===== config.mk =====
export PLATFORM = sky130hd
export DESIGN_NAME = jk_ms_bank
export DESIGN_NICKNAME = d
export VERILOG_FILES = /design/src/rtl/jk_ms_bank.sv
export SDC_FILE = /design/constraint.sdc
export NUM_CORES = 1
export LEC_CHECK = 0
export BUFFER_PORTS_ARGS = -buffer_cell sky130_fd_sc_hd__buf_2
export CORE_MARGIN = 2
export CORE_UTILIZATION = 46
export DETAILED_ROUTE_END_ITERATION = 8
export GPL_TIMING_DRIVEN = 0
export PLACE_DENSITY = 0.8
export SLEW_MARGIN = 15
export SYNTH_ARGS = -nofsm -noshare
export SYNTH_HDL_FRONTEND = slang
export SYNTH_SLANG_ARGS = --single-unit
export TNS_END_PERCENT = 1

===== constraint.sdc =====
create_clock -name clk -period 3.4 [get_ports clk]
set_clock_uncertainty 0.05 [all_clocks]
set_input_delay 0.34 -clock clk [delete_from_list [all_inputs] [get_ports clk]]
set_output_delay 0.34 -clock clk [all_outputs]
set_load 0.01 [all_outputs]

===== src/rtl/jk_ms_bank.sv =====
`default_nettype none
// ============================================================================
// Module      : jk_ms_bank
// Description : Parametrised master-slave JK register bank. WIDTH JK cells
//               share a master stage; the slave stage presents the master
//               value one clock later. Supports per-bit JK operation,
//               parallel load, up/down counting (wrap or saturate) and
//               serial shift-left.
// Revision    : 1.0 - initial release
// ============================================================================
module jk_ms_bank #(
    parameter int                 WIDTH    = 8,
    parameter logic [WIDTH-1:0]   RST_VAL  = '0,
    parameter bit                 SATURATE = 1'b0
) (
    input  logic             clk,
    input  logic             rst,
    input  logic             en,
    input  logic [1:0]       mode,
    input  logic [WIDTH-1:0] j,
    input  logic [WIDTH-1:0] k,
    input  logic             load,
    input  logic [WIDTH-1:0] d,
    output logic [WIDTH-1:0] q,
    output logic [WIDTH-1:0] qb,
    output logic             so,
    output logic             tc
);

    localparam logic [1:0]       c_MODE_JK = 2'b00;
    localparam logic [1:0]       c_MODE_UP = 2'b01;
    localparam logic [1:0]       c_MODE_DN = 2'b10;
    localparam logic [1:0]       c_MODE_SH = 2'b11;
    localparam logic [WIDTH-1:0] c_ONES    = {WIDTH{1'b1}};
    localparam logic [WIDTH-1:0] c_ZERO    = '0;
    localparam logic [WIDTH-1:0] c_ONE     = WIDTH'(1);

    logic [WIDTH-1:0] r_m;
    logic [WIDTH-1:0] r_q;
    logic [WIDTH-1:0] w_jk_next;
    logic [WIDTH-1:0] w_m_next;

    // Per-cell JK characteristic equation: Q+ = J.~Q | ~K.Q
    // (00 hold, 01 clear, 10 set, 11 toggle), always evaluated on the master.
    generate
        for (genvar i = 0; i < WIDTH; i++) begin : g_jk
            assign w_jk_next[i] = (j[i] & ~r_m[i]) | (~k[i] & r_m[i]);
        end
    endgenerate

    // Master next-state: load beats enable; with en low the master holds.
    always_comb begin
        w_m_next = r_m;
        if (load) begin
            w_m_next = d;
        end else if (en) begin
            case (mode)
                c_MODE_JK: w_m_next = w_jk_next;
                c_MODE_UP: begin
                    if (SATURATE && (r_m == c_ONES)) w_m_next = r_m;
                    else                             w_m_next = r_m + c_ONE;
                end
                c_MODE_DN: begin
                    if (SATURATE && (r_m == c_ZERO)) w_m_next = r_m;
                    else                             w_m_next = r_m - c_ONE;
                end
                c_MODE_SH: w_m_next = {r_m[WIDTH-2:0], j[0]};
                default:   w_m_next = r_m;
            endcase
        end
    end

    // Master and slave registers; the slave copies the master every cycle.
    always_ff @(posedge clk) begin
        if (rst) begin
            r_m <= RST_VAL;
            r_q <= RST_VAL;
        end else begin
            r_m <= w_m_next;
            r_q <= r_m;
        end
    end

    assign q  = r_q;
    assign qb = ~r_q;
    assign so = r_q[WIDTH-1];
    // Terminal count looks at the slave and the live mode input.
    assign tc = ((mode == c_MODE_UP) && (r_q == c_ONES)) ||
                ((mode == c_MODE_DN) && (r_q == c_ZERO));

endmodule
`default_nettype wire


Word level (Yosys, flattened, before mapping):

Cells that the tools add are included.

* register bits after elaboration: 16
* bits of input ports: 30
* output and inout bits: 18

* add/sub/neg operators: 2
* equal/unequal tests: 4
* mux-type cells: 3
* bitwise operators: 41
* reductions and logical operators: 6

Operators with widths (count)
* case mux 8 bit (4 select lines): 1
* bitwise AND 1 bit: 16
* two-way mux 8 bit: 2
* inverter 1 bit: 16
* adder 8 x 1 -> 8 bit (second input constant): 1
* equality test 8 bit (second input constant): 1
* logical NOT 8 bit: 1
* inverter 8 bit: 1
* bitwise OR 1 bit: 8
* subtractor 8 x 1 -> 8 bit (second input constant): 1
* equality test 2 bit (second input constant): 2
* equality test 2 x 1 -> 1 bit (second input constant): 1
* logical AND 1 bit: 2
* logical NOT 2 bit: 1
* nonzero test 2 bit: 1
* logical OR 1 bit: 1

Logic depth before layout (Yosys ltp):

* depth in word-level cells: 6
* gate-level depth with buffers: 12

Least setup slack after synthesis:

Ideal clock, no wire load.

* path type: in2reg
* from: input mode[0]
* to: register r_m[6]
* arrival: 2.373 ns
* data required time: 3.227 ns
* setup slack: 0.854 ns
* stages: 12
* path buffers: 2
* cell sequence: inv_1 ha_1 buf_2 buf_2 xor2_1 ha_1 a21boi_1 o22ai_1 or3_1 and4_1 o21ai_1 a211oi_1

* cells in the longest elaborated chain, start to end: 4
* elaborated cells on any way between the ends: 7

RTL lines
* start, declared: line 19 `input logic [1:0] mode,`
* equality test 2 bit (tied with other cells): line 57 `case (mode)`
* case mux 8 bit (4 select lines) (*): line 57
* two-way mux 8 bit (*): line 56 `end else if (en) begin`
* two-way mux 8 bit (*): line 54 `if (load) begin`
* end signal, assigned: line 79 `r_m <= w_m_next;`
* end, declared: line 38 `logic [WIDTH-1:0] r_m;`

Mark *: on every way between the ends. The rest lies on a longest branch, timed or not. The select of a mux whose other input is x is not followed.
A chain may end at the register's enable or synchronous reset.

Worst setup path in the final report:

Same ends and word-level chain as after synthesis.

==> run metrics <==
# rows 20; Final period util 80.9%; CORE AREA 0.00303 mm²; Min-Delay Startpoint d[0]; Via-to-Cell Ratio 5.50; CP Capture Type flip-flop; Clock Latency Late Sink 0.30 ns; # clock sinks 16; pin count of the biggest net entering global routing 11; CP max FO 10; hold endpoint r_m[0]; P per Cell Area 307 mW/mm²; sequential cell area 320 µm²; post-layout net count 293; post-route insts no fill 300; max cap viols 0; Leak 0.765 nW; Primary FF master, synth dfxtp_1; detailed placement HPWL 3000 µm; Post-Synthesis Cells 205; Yosys reg bits 16; Yosys top cell by area dfxtp_1; R2R Path End r_m[6]; status finished, final reports clean; placed insts 296; die area 0.00363 mm²; Critical Path Start Type input pin; WL final 4000 µm; PostCTS Resize Cnt 0; Post-route DRC 0; first-pass GRT wire length 6370 µm; top cell type's share of synthesized area 22.0%; RSZ-0062 raised after global routing false; Setup TNS Final 0 ns; main area contributors after synthesis dfxtp_1 22%, a21oi_1 5.9%, ha_1 5.2%; HP Class in -> reg; crit path DAT 2.92 ns; GPL Wtd Cong 0.921; DR iter-0 viols 50; DIE HEIGHT 60.2 µm; detailed-route via count 1651; FF-to-FF Start r_m[1]; I/O Buffers 47; I/O pin count 48; ys async rst share 0%; CTS buffer count 3; final setup fails 0; number of synthesized flops with an enable pin 0; Initial Utilization 48.0%; Syn Area/Cell 7.09 µm²; Slew Limit Fails 0; initial antenna violation count 0; Synth Warn # 0; Setup Crit Path Kind in -> reg; area occupied by multi-input gates 975 µm²; growth of design area from synthesis to finish 22.5%; Setup Fix Bufs, Post-CTS 0; Max-slew headroom 64.8%; Filler cells 303; R2R Setup Slk 1.11 ns; Final Hold Fails 0; sequential-to-total area share from yosys stat 22.0%; cell area after synthesis 0.00145 mm²; Worst Max-Slew Pin Slew 0.528 ns; Longest Clk Path Bufs 2; Die W 60.2 µm; # diodes 0; DR pass1 iterations 4; Reg2Reg Depth 9; WP data required 3.57 ns; peak supply drop 0.169 mV; Max Clk Rate 364 MHz; CTS tree yes; grt total ovfl 0; count of different cell masters after synthesis 49; hold slack 0.216 ns; Hold Crit Depth 3; H-tree levels 1; Clock transition at path regs 0.10 ns; hold_buf cts 0; ANT nets after route 0; vias in the first global route 1388; total track usage 23.2%; layout cell share with drive strength beyond 1 25.4%; wire per inst 13.3 µm; min Tclk post-route 2.75 ns; Syn Nets 241; Root Driver clkbuf_4
[cell usage after synthesis, types with 4 or more instances]
cell and instances:
a21oi_1 17, inv_1 17, dfxtp_1 16, nand2_1 16, nor2_1 14, clkbuf_1 8, nor2b_1 8, o21ai_0 8
o21ai_1 8, buf_2 7, nor3_1 7, ha_1 6, a211oi_1 5, nand2b_1 5, or3_1 5, a2bb2oi_1 4
mux2i_1 4, nand4_1 4
[power breakdown]
group,internal (mW),switching (mW),total [mW],leakage (nW)
Sequential,0.200,0.0127,0.213,0.132
Clock,0.0654,0.0685,0.134,0.0210
Combinational,0.0875,0.112,0.200,0.612
[registers in the layout, indices dropped and copies added, names as in the netlist]
register	cells
q	8
r_m	8
[cells in the final DEF (no fill, tap or decap), types with 2 or more instances in the layout]
| master | instances |
|---|---|
| o21ai_0 | 8 |
| dfxtp_1 | 16 |
| nor3_1 | 7 |
| nand2b_1 | 5 |
| xor2_1 | 3 |
| a21oi_1 | 17 |
| buf_2 | 54 |
| nor2b_1 | 8 |
| a221oi_1 | 3 |
| o31a_1 | 2 |
| clkbuf_4 | 3 |
| or3_1 | 5 |
| a2bb2oi_1 | 4 |
| nor2_1 | 14 |
| o22ai_1 | 2 |
| inv_1 | 17 |
| a21o_1 | 2 |
| nand3_1 | 3 |
| mux2i_1 | 4 |
| inv_2 | 3 |
| a31oi_1 | 3 |
| xnor2_1 | 2 |
| nand4_1 | 4 |
| clkbuf_1 | 8 |
| ha_1 | 6 |
| o21ai_1 | 8 |
| nand2_1 | 16 |
| o211ai_1 | 2 |
| a211oi_1 | 5 |
[metrics by stage]
step | utilization (%) | power (mW) | cell area, µm² | worst slack [ns]
floorplan | - | 0.352 | 1450 | 0.854
global placement | 57.6 | 0.411 | 1740 | 0.367
detailed placement | 57.6 | 0.413 | 1740 | 0.378
CTS | 58.8 | 0.546 | 1780 | 0.688
global route | 58.8 | 0.581 | 1780 | 0.482
finish | 58.8 | 0.546 | 1780 | 0.650
[logic make-up after synthesis]
| kind of cell | count (synthesis) | synth area share, % |
|---|---|---|
| AOI/OAI and AO/OA | 69 | 31.9 |
| DFF | 16 | 22.0 |
| xor gates and xnor gates | 5 | 3.01 |
| adders and majority gates | 6 | 5.16 |
| muxes | 4 | 2.75 |
| buffers and inverters | 37 | 10.9 |
| and+or+nand+nor | 68 | 24.2 |
[cell type report]
class                           instances  area share (%)
Clock buffer                            4            2.04
Tap cell                               44            3.09
Sequential cell                        16            18.0
Inverter                               20            4.22
Multi-Input combinational cell        152            54.7
Timing Repair Buffer                   47            13.2
Buffer                                 17            4.71
[worst max-delay path, stage by stage]
cell,delay (ns)
buf_2,0.12
inv_1,0.10
ha_1,0.26
buf_2,0.25
buf_2,0.28
xor2_1,0.17
ha_1,0.30
a21boi_1,0.20
o22ai_1,0.12
or3_1,0.33
nand3_1,0.12
a31oi_1,0.11
a211oi_1,0.23
[per-layer routing]
| layer | up-vias | share of wire [%] | GRT usage, % |
|---|---|---|---|
| li1 | 838 | - | - |
| met1 | 742 | 47 | 30.7 |
| met2 | 65 | 46 | 39.1 |
| met3 | 6 | 5.7 | 1.95 |
| met4 | 0 | 1.6 | 7.94 |
| met5 | - | 0 | 0 |
[worst max-delay path by stage]
stage / startpoint / endpoint / slack (ns) / cells after the start
floorplan: mode[0] / r_m[6] / 0.85 / 12
global route: mode[0] / r_m[4] / 0.48 / 13
finish: mode[0] / r_m[6] / 0.65 / 13
CTS: mode[0] / r_m[6] / 0.69 / 13
detailed placement: mode[0] / r_m[6] / 0.38 / 13
global placement: mode[0] / r_m[6] / 0.37 / 13
(Power assumes the default switching activity.)
